--- src/rtl/core_padport.sv ---
// Joypad port responder for $4016/$4017: synchronises and debounces the raw
// buttons, applies optional A/B turbo, and serialises one bit per CPU read.
module core_padport #(
  parameter int unsigned DEB_CYCLES = 16'd50000,
  parameter int          DEB_W      = 16,
  parameter int unsigned TURBO_DIV  = 2
) (
  input  logic       I_clock,
  input  logic       I_reset,
  input  logic       I_strobe,
  input  logic [1:0] I_rden,
  output logic [1:0] O_data,
  input  logic [7:0] I_buttons0,
  input  logic [7:0] I_buttons1,
  input  logic [1:0] I_turbo_en0,
  input  logic [1:0] I_turbo_en1
);

  localparam int                 TURBO_W   = (TURBO_DIV > 1) ? $clog2(TURBO_DIV) : 1;
  localparam logic [DEB_W-1:0]   DEB_MAX   = DEB_W'(DEB_CYCLES - 1);
  localparam logic [TURBO_W-1:0] TURBO_MAX = TURBO_W'(TURBO_DIV - 1);

  logic [1:0][7:0]         buttons;
  logic [1:0][1:0]         turbo_en;
  logic [1:0][7:0]         sync1;
  logic [1:0][7:0]         sync2;
  logic [1:0][7:0]         stable;
  logic [1:0][7:0]         effective;
  logic [1:0][7:0]         shift;
  logic [1:0][DEB_W-1:0]   deb_cnt;
  logic [1:0][TURBO_W-1:0] turbo_cnt;
  logic [1:0]              phase;
  logic [1:0]              last_rden;
  logic                    last_strobe;
  logic                    strobe_fall;
  logic [1:0]              rden_fall;

  assign buttons     = {I_buttons1, I_buttons0};
  assign turbo_en    = {I_turbo_en1, I_turbo_en0};
  assign strobe_fall = last_strobe & ~I_strobe;
  assign rden_fall   = last_rden & ~I_rden;
  assign O_data      = {shift[1][0], shift[0][0]};

  // Turbo masks A/B with the phase; phase is only ever consulted while latching.
  always_comb begin
    effective = stable;
    for (int p = 0; p < 2; p++) begin
      effective[p][0] = stable[p][0] & (~turbo_en[p][0] | phase[p]);
      effective[p][1] = stable[p][1] & (~turbo_en[p][1] | phase[p]);
    end
  end

  always_ff @(posedge I_clock) begin
    if (I_reset) begin
      sync1       <= '0;
      sync2       <= '0;
      stable      <= '0;
      shift       <= '0;
      deb_cnt     <= '0;
      turbo_cnt   <= '0;
      phase       <= 2'b11;
      last_rden   <= '0;
      last_strobe <= 1'b0;
    end else begin
      last_strobe <= I_strobe;
      last_rden   <= I_rden;
      for (int p = 0; p < 2; p++) begin
        sync1[p] <= buttons[p];
        sync2[p] <= sync1[p];

        // The counter restarts one clock before sync2 changes, so a saturated
        // counter can never let a fresh glitch straight into stable.
        if (sync1[p] != sync2[p])
          deb_cnt[p] <= '0;
        else if (deb_cnt[p] != DEB_MAX)
          deb_cnt[p] <= deb_cnt[p] + DEB_W'(1);
        if (deb_cnt[p] == DEB_MAX)
          stable[p] <= sync2[p];

        if (strobe_fall) begin
          if (turbo_cnt[p] == TURBO_MAX) begin
            turbo_cnt[p] <= '0;
            phase[p]     <= ~phase[p];
          end else begin
            turbo_cnt[p] <= turbo_cnt[p] + TURBO_W'(1);
          end
        end

        // Ones shift in from the top so reads past the eighth return 1.
        if (I_strobe)
          shift[p] <= effective[p];
        else if (rden_fall[p])
          shift[p] <= {1'b1, shift[p][7:1]};
      end
    end
  end

endmodule

--- config.mk ---
export PLATFORM = sky130hd
export DESIGN_NAME = core_padport
export DESIGN_NICKNAME = d
export VERILOG_FILES = /design/src/rtl/core_padport.sv
export SDC_FILE = /design/constraint.sdc
export NUM_CORES = 1
export LEC_CHECK = 0
export CAP_MARGIN = 20
export CORE_MARGIN = 1
export CORE_UTILIZATION = 55
export CTS_BUF_LIST = sky130_fd_sc_hd__clkbuf_4
export DETAILED_ROUTE_END_ITERATION = 12
export PLACE_DENSITY = 0.75
export SLEW_MARGIN = 20
export SYNTH_ARGS = -nofsm -noshare
export SYNTH_HDL_FRONTEND = slang
export SYNTH_SLANG_ARGS = --single-unit
export TNS_END_PERCENT = 30
--- constraint.sdc ---
create_clock -name I_clock -period 2.2 [get_ports I_clock]
set_input_delay 0.44 -clock I_clock [delete_from_list [all_inputs] [get_ports I_clock]]
set_output_delay 0.44 -clock I_clock [all_outputs]
set_load 0.05 [all_outputs]
After elaboration in Yosys (flattened, before gate mapping)
Index checks and enable logic that the tools add are counted.

operators by class
  add/subtract/negate cells = 4
  eq/ne operators = 6
  multiplexer cells = 6
  bitwise logic cells = 18
  reduce and logical (&&, ||, !) cells = 6

operators by type and width
  cell                   count
  $add 16x1->16 const B  2
  $eq 16x16->1 const B   2
  $mux 8                 4
  $ne 16x16->1 const B   2
  $ne 8x8->1             2
  $not 1->1              7
  $and 1x1->1            5
  $or 1x1->1             4
  $reduce_and 2->1       2
  $reduce_bool 2->1      2
  $reduce_or 2->1        2
  $add 1x1->1 const B    2
  $and 2x2->2            1
  $mux 1                 2
  $not 2->2              1

storage, ports and cells
  bits in registers = 103
  bits of input ports = 25
  output and inout port bits = 2
  word-level logic and storage cells = 56

Depth between registers and ports, before layout
Gate-level depths: netlist of run 1.

  word-level depth = 4
  depth in mapped cells = 6
  depth with buffers taken out = 5

Worst setup path after synthesis of run 1
OpenSTA, ideal clock, no wires.

  kind = input to register
  start point = in I_reset
  end point = reg deb_cnt[1] (netlist bit)
  data arrival time = 1482 ps
  slack = 654 ps
  stages on the path = 5
  buffers on the path = 3
  path through = clkbuf_1 -> or4_1 -> buf_6 -> buf_8 -> nor2_1

on the way
  cells in the longest elaborated chain, start to end = 1

RTL lines
  element                         RTL line  text
  start: declaration              9         input logic I_reset,
  $reduce_or 2->1 (no line)       -
  end signal: indexed assignment  76        deb_cnt[p] <= deb_cnt[p] + DEB_W'(1);
  end: declaration                30        logic [1:0][DEB_W-1:0] deb_cnt;

Every way passes these cells.
A chain may end at the register's enable or synchronous reset.

Worst setup path in the final report of run 1
  start point = reg shift, in the netlist O_data[1]
  end point = out O_data[1]

RTL lines
  element                           RTL line  text
  start: declaration                29        logic [1:0][7:0] shift;
  start signal: indexed assignment  91        shift[p] <= effective[p];
  start signal: indexed assignment  93        shift[p] <= {1'b1, shift[p][7:1]};
  end: declaration                  12        output logic [1:0] O_data,

No word-level cell between the ends.

==> flow_summary.yaml, run 1 <==
die:
  dieArea_um2: 7660
  ios: 27
  design.core.area_um2: 6940
  dieHeight_um: 87.5
  rows: 30
  die_w_um: 87.5
  initial_utilization_pct: 57.9
sta:
  setup_viol: 0
  fin_crit_sh_pct: 92.8
  slew_headroom_pct: 62.6
  post-route-min-period_ns: 2.04
  rsz0062_at_grt: "false"
  worstMarginPinSlew_ns: 0.561
  fmax_ghz: 0.490
  holdWs_ns: 0.433
  hold_viol_final: 0
  slew_viol_final: 0
  skew_ns: 0.0191
  tns_ns: 0
global_route:
  track_usage_pct: 18.8
  grt_pass1_wl_mm: 11.2
  grt.met3_usage_pct: 6.22
  grtUsageMet2_pct: 32.1
  grt-ovfl-total: 0
  gr-usage-met1_pct: 22.6
  top_usage_layer: "met2"
  grt_start_max_net_pins: 51
  grt_pass1_vias: 2572
  antenna_found_initial: 0
synth:
  synth-async-reset-ratio_pct: 0
  yosysSeqAreaShare_pct: 51.2
  syn_inst: 415
  syn-num-nets: 442
  synth_area_leader_cell: "dfxtp_1"
  synth_most_common_cell: "dfxtp_1"
  synthTopCellsByArea: "dfxtp_1, xnor2_1, mux2i_1, nor2_1, nor2b_1"
  synth.distinct_cells: 35
  synth_compound_area_share_pct: 5.47
  yosys_warnings: 0
  synth_edf_count: 0
  synthAdderAreaFrac_pct: 0.622
  synth-simple-area-share_pct: 22.7
  synthXorXnorAreaFrac_pct: 9.14
  syn_avg_cell_area_um2: 9.70
  synth_top_family_by_area: "simple AND/OR/NAND/NOR gates"
  yosys.area.top_type_share_pct: 51.2
  synth-seq-cells: 103
  ys_dominant_reg_cell: "dfxtp_1"
  muxShareOfSynthArea_pct: 6.97
  synth_area_um2: 4020
  synth_common_cells: "dfxtp_1, nor2_1, xnor2_1"
critical_path:
  crit_fanout: 2
  startpoint_type: "register"
  critPathCapture: "O_data[1]"
  path_cells: "clkdlybuf4s50_1"
  path_buf_inv: 1
  worstPathArrival_ns: 1.60
  criticalPathCategory: "reg2out"
  worstSetupPathDepth: 1
  crit_path_end_kind: "primary output"
  r2r_end: "deb_cnt[3]"
  reg2reg_slack_ns: 0.49
  cp_slowest_cell: "clkdlybuf4s50_1"
  cp-startpoint: "O_data[1]"
  r2r-start: "sync2[4]"
  cp.required_ns: 1.76
  max_stage_delay_ns: 0.80
  reg2regPathDepth: 4
  path_delay_family: "buffers and inverters"
cells_and_area:
  fin_util_pct: 64.3
  nNetsFinal: 464
  insertedDiodeCount: 0
  drive_gt1_share_pct: 5.66
  syn2layout_area_growth_pct: 11.0
  fin_cells: 538
power_and_ir_drop:
  power_uw: 3080
  power_density_nw_per_um2: 689
  power_leakage_uw: 0.00171
  vdd_drop_max_mv: 0.473
cts:
  cts_made_buffers: 9
  ctsResizeCount: 0
  cts_tree: "built"
  path_clk_slew_ns: 0.18
  cts_sinks: 103
  root_buffer: "clkbuf_4"
  cts_setup_buffers: 0
  clk_latency_ns: 0.45
  postCtsHoldBufs: 0
  cts.path.max_buffers: 2
  h-tree-depth: 3
route:
  num_vias: 2750
  wl_per_cell_um: 11.8
  ant_nets: 0
  via_per_inst: 5.11
  drt_iter0_markers: 74
  route.detailed.drc: 0
  drt_pre_antenna_iters: 4
  wl_mm: 6.37
place:
  place.gp.congestion: 0.755
  dp_cells: 522
  dp_hpwl_mm: 4.40
  port_buffers: 26
run_status:
  status: "finished clean"
min_path:
  min_path_type: "in2reg"
run:
  maxCapViolations: 0
-- routing by layer --
| metal | up-vias | part of all wire, % |
|---|---|---|
| li1 | 1455 | - |
| met1 | 1262 | 48 |
| met2 | 28 | 47 |
| met3 | 5 | 3.0 |
| met4 | 0 | 1.2 |
| met5 | - | 0 |
-- final cells by class --
cell class	instances	area [um2]
Fill cell	577	2480
Sequential cell	103	2060
Multi-Input combinational cell	281	1810
Timing Repair Buffer	32	300
Tap cell	96	120
Clock inverter	7	71.3
Clock buffer	9	67.6
Inverter	10	37.5
-- report_power, final --
group	switching (uW)	internal, uW	leakage, uW
logic	88.8	106	0.000789
clock network	665	267	0.0000762
registers	31.4	1920	0.000841
-- kinds of logic after synthesis --
kind of cell | count (synthesis)
flops | 103
simple gates | 178
xor+xnor | 42
buf+inv | 31
mux | 28
compound gates | 31
fa+ha+maj | 2
-- through the flow --
step                      setup WS [ns]  cell area [um2]
after floorplan                   0.654             4020
after CTS                         0.119             4470
final                             0.159             4470
after global routing             0.0704             4470
after detailed placement          0.363             4330
after global placement            0.416             4330
-- placed cells by master, fill, tap and decap left out, types with 10 or more instances in the layout --
| master | netlist | layout |
|---|---|---|
| clkdlybuf4s50_1 | 0 | 25 |
| dfxtp_1 | 103 | 103 |
| nand2_1 | 14 | 14 |
| inv_1 | 10 | 10 |
| xnor2_1 | 36 | 36 |
| nor2_1 | 66 | 66 |
| nor2b_1 | 34 | 34 |
| a211oi_1 | 10 | 10 |
| mux2i_1 | 28 | 28 |
| nor3_1 | 11 | 11 |
| nand4_1 | 11 | 11 |
-- registers in the layout, indices dropped and copies added (netlist names) --
register     count
O_data           2
deb_cnt         32
effective       12
last_rden        2
last_strobe      1
phase            2
shift           14
stable           4
sync1           16
sync2           16
turbo_cnt        2
-- worst min-delay path by stage --
stage	startpoint	to	slack (ns)	cells past startpoint
after floorplan	effective[15]	shift[15]	0.44	2
after global placement	effective[15]	shift[15]	0.45	2
after detailed placement	effective[15]	shift[15]	0.46	2
after CTS	I_reset	sync2[4]	0.42	3
after global routing	I_reset	effective[3]	0.42	3
final	I_reset	sync1[6]	0.43	3
Power figures use the tool's default switching activity.
==> inputs of run 2 (changes only) <==
==> constraint.sdc (replaced) <==
create_clock -name I_clock -period 2.2 [get_ports I_clock]
set_input_delay 0.33 -clock I_clock [delete_from_list [all_inputs] [get_ports I_clock]]
set_output_delay 0.33 -clock I_clock [all_outputs]
set_load 0.05 [all_outputs]
==> run 2 against run 1 <==
  * Worst setup slack improved by 0.10 ns
  * Total power increased by 5.4%
  * Count of clock-buffer cells in the layout unchanged
  * Die area unchanged
  * Combinational power about the same
  * Critical endpoint is now O_data[0]
  * Largest cell class unchanged
==> flow_summary.yaml, run 2 (same netlist as run 1, synthesis figures left out) <==
die:
  ios: 27
  initial_utilization_pct: 57.9
  dieArea_um2: 7660
  design.core.area_um2: 6940
  dieHeight_um: 87.5
  rows: 30
  die_w_um: 87.5
global_route:
  track_usage_pct: 18.5
  grt_start_max_net_pins: 52
  grt_pass1_wl_mm: 11.0
  antenna_found_initial: 0
  grt_pass1_vias: 2425
  grt-ovfl-total: 0
cells_and_area:
  layout_commonest_cell: "dfxtp_1"
  largest_register_ffs: 32
  nNetsFinal: 464
  drive_gt1_share_pct: 5.66
  largest_register: "deb_cnt"
  syn2layout_area_growth_pct: 11.8
  insertedDiodeCount: 0
  top_regs: "deb_cnt: 32 flops, sync1: 16 flops, sync2: 16 flops"
  fin_util_pct: 64.8
  final_cell_mix: "dfxtp_1, nor2_1, xnor2_1"
sta:
  fin_crit_sh_pct: 88.2
  rsz0062_at_grt: "false"
  worstMarginPinSlew_ns: 0.571
  slew_viol_final: 0
  skew_ns: 0.0211
  post-route-min-period_ns: 1.94
  hold_viol_final: 0
  setup_viol: 0
  slew_headroom_pct: 61.9
  tns_ns: 0
  fmax_ghz: 0.516
place:
  port_buffers: 26
  place.gp.congestion: 0.725
  dp_hpwl_mm: 4.46
cts:
  h-tree-depth: 3
  cts_made_buffers: 9
  cts_setup_buffers: 0
  ctsResizeCount: 0
  path_clk_slew_ns: 0.16
  postCtsHoldBufs: 0
  cts.path.max_buffers: 2
  cts_sinks: 103
  cts_tree: "built"
  clk_latency_ns: 0.44
  root_buffer: "clkbuf_4"
critical_path:
  startpoint_type: "register"
  cp.required_ns: 1.87
  max_stage_delay_ns: 0.81
  criticalPathCategory: "reg2out"
  crit_path_end_kind: "primary output"
  path_cells: "clkdlybuf4s50_1"
  reg2reg_slack_ns: 0.48
  crit_fanout: 2
  path_buf_inv: 1
  cp_slowest_cell: "clkdlybuf4s50_1"
  worstPathArrival_ns: 1.61
  path_delay_family: "buffers and inverters"
power_and_ir_drop:
  vdd_drop_max_mv: 0.480
  power_uw: 3240
  power_leakage_uw: 0.00172
  power_density_nw_per_um2: 721
route:
  num_vias: 2735
  drt_pre_antenna_iters: 4
  wl_per_cell_um: 11.8
  drt_iter0_markers: 87
  via_per_inst: 5.08
  route.detailed.drc: 0
  wl_mm: 6.37
  ant_nets: 0
run:
  maxCapViolations: 0
min_path:
  min_path_type: "in2reg"
run_status:
  status: "finished clean"
run 2: changes by cell type in the layout (fill, tap and decap cells not counted), sizes merged:
| cell | before | now |
|---|---|---|
| clkinvlp | 0 | 1 |
| clkinv | 3 | 1 |
| inv | 14 | 13 |
| bufinv | 0 | 2 |
run 2: power by group:
part | internal [uW] | switching, uW | leakage (uW) | total (uW)
Clock | 475 | 624 | 0.0000875 | 1100
Sequential | 1920 | 31.4 | 0.000841 | 1950
Combinational | 106 | 87.1 | 0.000789 | 193
run 2: area by class of cell:
class	count	area (um2)
Clock buffer	9	67.6
Clock inverter	7	103
Fill cell	553	2450
Inverter	10	37.5
Multi-Input combinational cell	281	1810
Sequential cell	103	2060
Tap cell	96	120
Timing Repair Buffer	32	300
run 2: worst paths after layout:
path,startpoint,to,cells after the start
worst max-delay path,O_data[0],O_data[0],1
worst min-delay path,I_reset,stable[0],3
worst max register to register,sync2[7],deb_cnt[3],4
worst min register to register,effective[15],shift[15],2
run 2: stage by stage:
step	setup slack [ns]	cell area [um2]	hold slack (ns)	instances
5_1_grt	0.206	4500	0.326	538
3_5_place_dp	0.475	4330	0.461	522
3_3_place_gp	0.530	4330	0.449	522
6_report	0.261	4500	0.357	538
2_1_floorplan	0.736	4020	0.436	415
4_1_cts	0.234	4500	0.329	538
run 2: per-layer routing:
layer	vias up	track usage (%)	routed length, um
met1	1234	24.4	3060
met5	-	0	0
met3	7	5.94	228
li1	1448	-	-
met4	0	5.22	69
met2	46	29.3	3020
==> RTL change 1: new RTL, settings of run 1 <==
The parameter `DEB_W` goes from 16 to 32.
--- a/src/rtl/core_padport.sv
+++ b/src/rtl/core_padport.sv
@@ -4,3 +4,3 @@
   parameter int unsigned DEB_CYCLES = 16'd50000,
-  parameter int          DEB_W      = 16,
+  parameter int          DEB_W      = 32,
   parameter int unsigned TURBO_DIV  = 2
Check against the original RTL: same outputs for any inputs over 10 cycles, from zero or initial values and one cycle with I_reset high; that may be too few to reach the edited logic, so the function may still have changed.
==> RTL change 1 against run 1 <==
Total power up 48%. Die area up 40%. Non-clock buffer count up 3. Core utilization about the same. Area after synthesis up 41%. Wire length up 61%. Final area up 42%. Sequential cell count up 32. Setup slack worse by 0.080 ns. Final cell count up 43%.
==> RTL change 1: results (changes against run 1) <==
stage,metric,value,unit,change
run_status,outcome,finished clean,,unchanged
global_route,Tot GR Track Use,21.1,%,was 18.8%
cts,htree depth,4,,was 3
drt,drt via density,5.47,,was 5.11
synth,Mapped Nets,623,,was 442
finish,Top Registers,"deb_cnt (64), sync1 (16), sync2 (16)",,"was deb_cnt (32), sync1 (16), sync2 (16)"
finish,Layout fillers,810,,was 577
cts,"CTS clk-pin slew, worst paths",0.12,ns,was 0.18 ns
synth,Synth Area in Adders,0.442,%,was 0.622%
cts,Clock Latency Late Sink,0.53,ns,was 0.45 ns
global_route,largest net degree at the start of global routing,72,,was 51
min_path,hold path depth,2,,was 3
power_and_ir_drop,Power Internal,3510,uW,was 2290 uW
finish,Layout Cells excl Fill,770,,was 538
sta,Slew HR,55.7,%,was 62.6%
drt,routed len/inst,13.3,um,was 11.8 um
synth,share of the yosys chip area belonging to registers,47.8,%,was 51.2%
synth,Synth Area in XOR/XNOR,10.5,%,was 9.14%
worst_setup_path,R2R Path End,effective[2],,was deb_cnt[3]
worst_setup_path,worst r2r path cells,6,,was 4
synth,Yosys cell types,49,,was 35
finish,Final nets,652,,was 464
power_and_ir_drop,worst vdd ir,0.458,mV,was 0.473 mV
synth,Compound-Gate Fraction of Synth Area,6.94,%,was 5.47%
synth,ranking of synthesized cells by area,"dfxtp_1 (48%), nor2_1 (6.1%), xnor2_1 (5.6%)",,"was dfxtp_1 (51%), xnor2_1 (7.8%), mux2i_1 (7.0%)"
place,gpl congestion,0.816,,was 0.755
worst_setup_path,RR Startpoint,deb_cnt[5],,was sync2[4]
==> RTL change 1: cell types whose count changed in the layout (fill, tap and decap cells not counted), moves of 8 or more <==
cell      before  now
nor2_1        66   92
o21ai_0        1    9
clkbuf_4       9   17
dfxtp_1      103  135
xor2_1         6   32
nand3_1        9   21
nand4_1       11   23
a21oi_1        6   14
==> RTL change 1: repair_timing <==
item                       in CTS  in global routing
setup endpoints to repair       0                  1
hold endpoints to repair        0                  0
resized for setup               0                  1
==> RTL change 1: worst max-delay path by stage <==
stage	cells after the start	from	end	slack [ns]
after floorplan	6	deb_cnt[5]	deb_cnt[1]	0.53
after global placement	6	deb_cnt[5]	effective[3]	0.30
after detailed placement	6	deb_cnt[5]	effective[2]	0.23
after CTS	1	O_data[0]	O_data[0]	0.008
after global routing	1	O_data[1]	O_data[1]	0.02
final	1	O_data[1]	O_data[1]	0.08
==> RTL change 1: per-layer routing <==
layer / part of all wire [%] / wire, um / vias up / GRT usage, %
met5: 0 / 0 / - / 0
met4: 1.9 / 198 / 0 / 10.5
met3: 3.2 / 324 / 17 / 4.44
met2: 49 / 5030 / 65 / 35.6
met1: 46 / 4700 / 1985 / 25.4
li1: - / - / 2142 / -
==> RTL change 1: cell type report <==
| type | instances | share of cell area [%] |
|---|---|---|
| inverters | 12 | 0.710 |
| well taps | 133 | 2.62 |
| flip-flops and latches | 135 | 42.6 |
| clock buffers | 17 | 2.01 |
| repair buffers | 35 | 5.13 |
| multi-input cells | 424 | 43.8 |
| clock inverters | 14 | 3.12 |
==> RTL change 1: power by group through the flow <==
stage                     Clock (uW)  Sequential [uW]  Combinational (uW)
final                           1840             2530                 203
after detailed placement           0             2580                 203
after CTS                       1880             2530                 205
after global placement             0             2580                 199
after floorplan                    0             2580                 138
after global routing            1970             2540                 225
==> RTL change 1: stage by stage <==
step / worst slack, ns / hold slack [ns] / utilization (%) / total power (uW)
2_1_floorplan: 0.529 / 0.436 / - / 2710
3_3_place_gp: 0.302 / 0.454 / 61.0 / 2780
3_5_place_dp: 0.235 / 0.454 / 61.0 / 2790
4_1_cts: 0.00841 / 0.415 / 64.3 / 4610
5_1_grt: 0.0170 / 0.421 / 64.3 / 4730
6_report: 0.0782 / 0.446 / 64.3 / 4570
==> RTL change 1: logic make-up (layout without fill, tap and decap cells) <==
kind of cell	count (synthesis)	after routing
compound gates	58	58
xor+xnor	68	68
fa+ha+maj	2	2
buf+inv	37	78
flops	135	135
mux	28	28
simple gates	268	268
==> RTL change 2: new RTL, config.mk and constraints of run 1 <==
Without the edit above. Register the inputs `I_strobe`, `I_rden`, `I_buttons0`, `I_buttons1`, `I_turbo_en0` and `I_turbo_en1` before use, with the module's reset. The logic sees them one clock later.
--- a/src/rtl/core_padport.sv
+++ b/src/rtl/core_padport.sv
@@ -22,2 +22,27 @@
 
+  logic I_strobe_q;
+  logic [1:0] I_rden_q;
+  logic [7:0] I_buttons0_q;
+  logic [7:0] I_buttons1_q;
+  logic [1:0] I_turbo_en0_q;
+  logic [1:0] I_turbo_en1_q;
+
+  always_ff @(posedge I_clock) begin
+    if (I_reset) begin
+      I_strobe_q    <= '0;
+      I_rden_q      <= '0;
+      I_buttons0_q  <= '0;
+      I_buttons1_q  <= '0;
+      I_turbo_en0_q <= '0;
+      I_turbo_en1_q <= '0;
+    end else begin
+      I_strobe_q    <= I_strobe;
+      I_rden_q      <= I_rden;
+      I_buttons0_q  <= I_buttons0;
+      I_buttons1_q  <= I_buttons1;
+      I_turbo_en0_q <= I_turbo_en0;
+      I_turbo_en1_q <= I_turbo_en1;
+    end
+  end
+
   logic [1:0][7:0]         buttons;
@@ -37,6 +62,6 @@
 
-  assign buttons     = {I_buttons1, I_buttons0};
-  assign turbo_en    = {I_turbo_en1, I_turbo_en0};
-  assign strobe_fall = last_strobe & ~I_strobe;
-  assign rden_fall   = last_rden & ~I_rden;
+  assign buttons     = {I_buttons1_q, I_buttons0_q};
+  assign turbo_en    = {I_turbo_en1_q, I_turbo_en0_q};
+  assign strobe_fall = last_strobe & ~I_strobe_q;
+  assign rden_fall   = last_rden & ~I_rden_q;
   assign O_data      = {shift[1][0], shift[0][0]};
@@ -64,4 +89,4 @@
     end else begin
-      last_strobe <= I_strobe;
-      last_rden   <= I_rden;
+      last_strobe <= I_strobe_q;
+      last_rden   <= I_rden_q;
       for (int p = 0; p < 2; p++) begin
@@ -89,3 +114,3 @@
         // Ones shift in from the top so reads past the eighth return 1.
-        if (I_strobe)
+        if (I_strobe_q)
           shift[p] <= effective[p];
Check against the original RTL: same outputs for any inputs over 10 cycles, from zero or initial values and one cycle with I_reset high; that may be too few to reach the edited logic, so the function may still have changed.
==> RTL change 2 against run 1 <==
Fmax is 1.6% lower. Setup slack worse by 0.033 ns. Area after synthesis is 17% higher. Total power is 39% higher. Clock skew is 0.0087 ns lower. Final cell count is 13% higher. Die area is 16% higher. Final area is 19% higher. Wire length is 15% higher. Sequential cell count is 23 higher.
==> RTL change 2: results (changes against run 1) <==
stage,metric,value,unit,change
finish,inverter count,9,,was 10
power_and_ir_drop,Net Sw Frac,23.8,%,was 25.5%
power_and_ir_drop,Pleak,0.00196,uW,was 0.00171 uW
place,placed cell count,577,,was 522
finish,multi-input gate share of total cell area,38.0,%,was 40.5%
power_and_ir_drop,worst vdd ir,0.389,mV,was 0.473 mV
synth,ranking of synthesized cells by area,"dfxtp_1 (54%), nor2b_1 (8.3%), mux2i_1 (6.0%)",,"was dfxtp_1 (51%), xnor2_1 (7.8%), mux2i_1 (7.0%)"
sta,worst-margin pin slew,0.576,ns,was 0.561 ns
cts,Clock Latency Late Sink,0.50,ns,was 0.45 ns
synth,multiplexer share of the synthesized area,7.16,%,was 6.97%
worst_setup_path,Crit path arrival time,1.63,ns,was 1.60 ns
drt,Vias,3111,,was 2750
global_route,first-pass GRT wire length,12700,um,was 11200 um
finish,signal buffers share of area,5.77,%,was 6.72%
power_and_ir_drop,Power Clock,1690,uW,was 932 uW
finish,ClkCell Share,5.89,%,was 3.11%
finish,Seq area share,47.3,%,was 46.2%
place,gpl congestion,0.858,,was 0.755
global_route,vias in the first global route,2929,,was 2572
place,DP Area,0.00502,mm^2,was 0.00433 mm^2
synth,#FFs+latches synth,126,,was 103
synth,Yosys cell types,39,,was 35
synth,Post-synth top cells,"dfxtp_1 (126), nor2b_1 (62), nor2_1 (51)",,"was dfxtp_1 (103), nor2_1 (66), xnor2_1 (36)"
synth,Mapped Nets,491,,was 442
global_route,Tot GR Track Use,18.5,%,was 18.8%
synth,Synth Area per Inst,10.1,um^2,was 9.70 um^2
cts,"CTS clk-pin slew, worst paths",0.12,ns,was 0.18 ns
floorplan,placement row count,33,,was 30
finish,Antenna Cells,0,,unchanged
run_status,outcome,finished clean,,unchanged
finish,post-route design area,0.00533,mm^2,was 0.00447 mm^2
synth,Synth Area in Adders,0.532,%,was 0.622%
drt,Routed WL,7350,um,was 6370 um
finish,Layout fillers,701,,was 577
finish,Multi-In Gates,304,,was 281
sta,Setup Skew,0.0104,ns,was 0.0191 ns
drt,DR iter-0 viols,147,,was 74
place,post-DP HPWL,4840,um,was 4400 um
place,Place WS,0.216,ns,was 0.363 ns
drt,routed len/inst,12.1,um,was 11.8 um
finish,Buffers excl. clock,33,,was 32
power_and_ir_drop,Comb power,213,uW,was 195 uW
finish,share of cells above drive strength 1,9.33,%,was 5.66%
synth,Compound-Gate Fraction of Synth Area,5.59,%,was 5.47%
synth,share of the yosys chip area belonging to registers,53.7,%,was 51.2%
cts,htree depth,4,,was 3
cts,CTS buffer count,17,,was 9
finish,Final nets,518,,was 464
power_and_ir_drop,Logic pwr share,5.0,%,was 6.3%
synth,Synth Area in XOR/XNOR,7.08,%,was 9.14%
global_route,largest net degree at the start of global routing,45,,was 51
RTL change 2: cell count changes in the layout (fill, tap and decap cells not counted), sizes merged, moves of 4 or more:
cell / before / now
nor2b: 34 / 62
dfxtp: 103 / 126
nor2: 68 / 51
xnor2: 36 / 25
clkbuf: 9 / 17
o21ai: 1 / 9
a21oi: 6 / 13
xor2: 6 / 13
mux2: 0 / 5
nand2: 14 / 9
nor4: 9 / 4
or3: 0 / 5
nand3: 9 / 13
or4: 2 / 6
RTL change 2: final timing paths:
path	from	to	slack [ns]	cells past startpoint
setup / recovery	O_data[1]	O_data[1]	0.13	1
hold reg to reg	I_rden_q[1]	last_rden[1]	0.44	2
setup reg to reg	deb_cnt[16]	deb_cnt[16]	0.19	6
hold / removal	I_reset	sync1[8]	0.32	2
RTL change 2: metal layers:
metal  vias to the layer above  part of all wire, %  GRT usage (%)
li1                       1638                    -              -
met2                        52                   44           28.4
met4                         0                 0.67           8.46
met5                         -                    0              0
met3                         4                  4.1           5.80
met1                      1417                   51           23.7
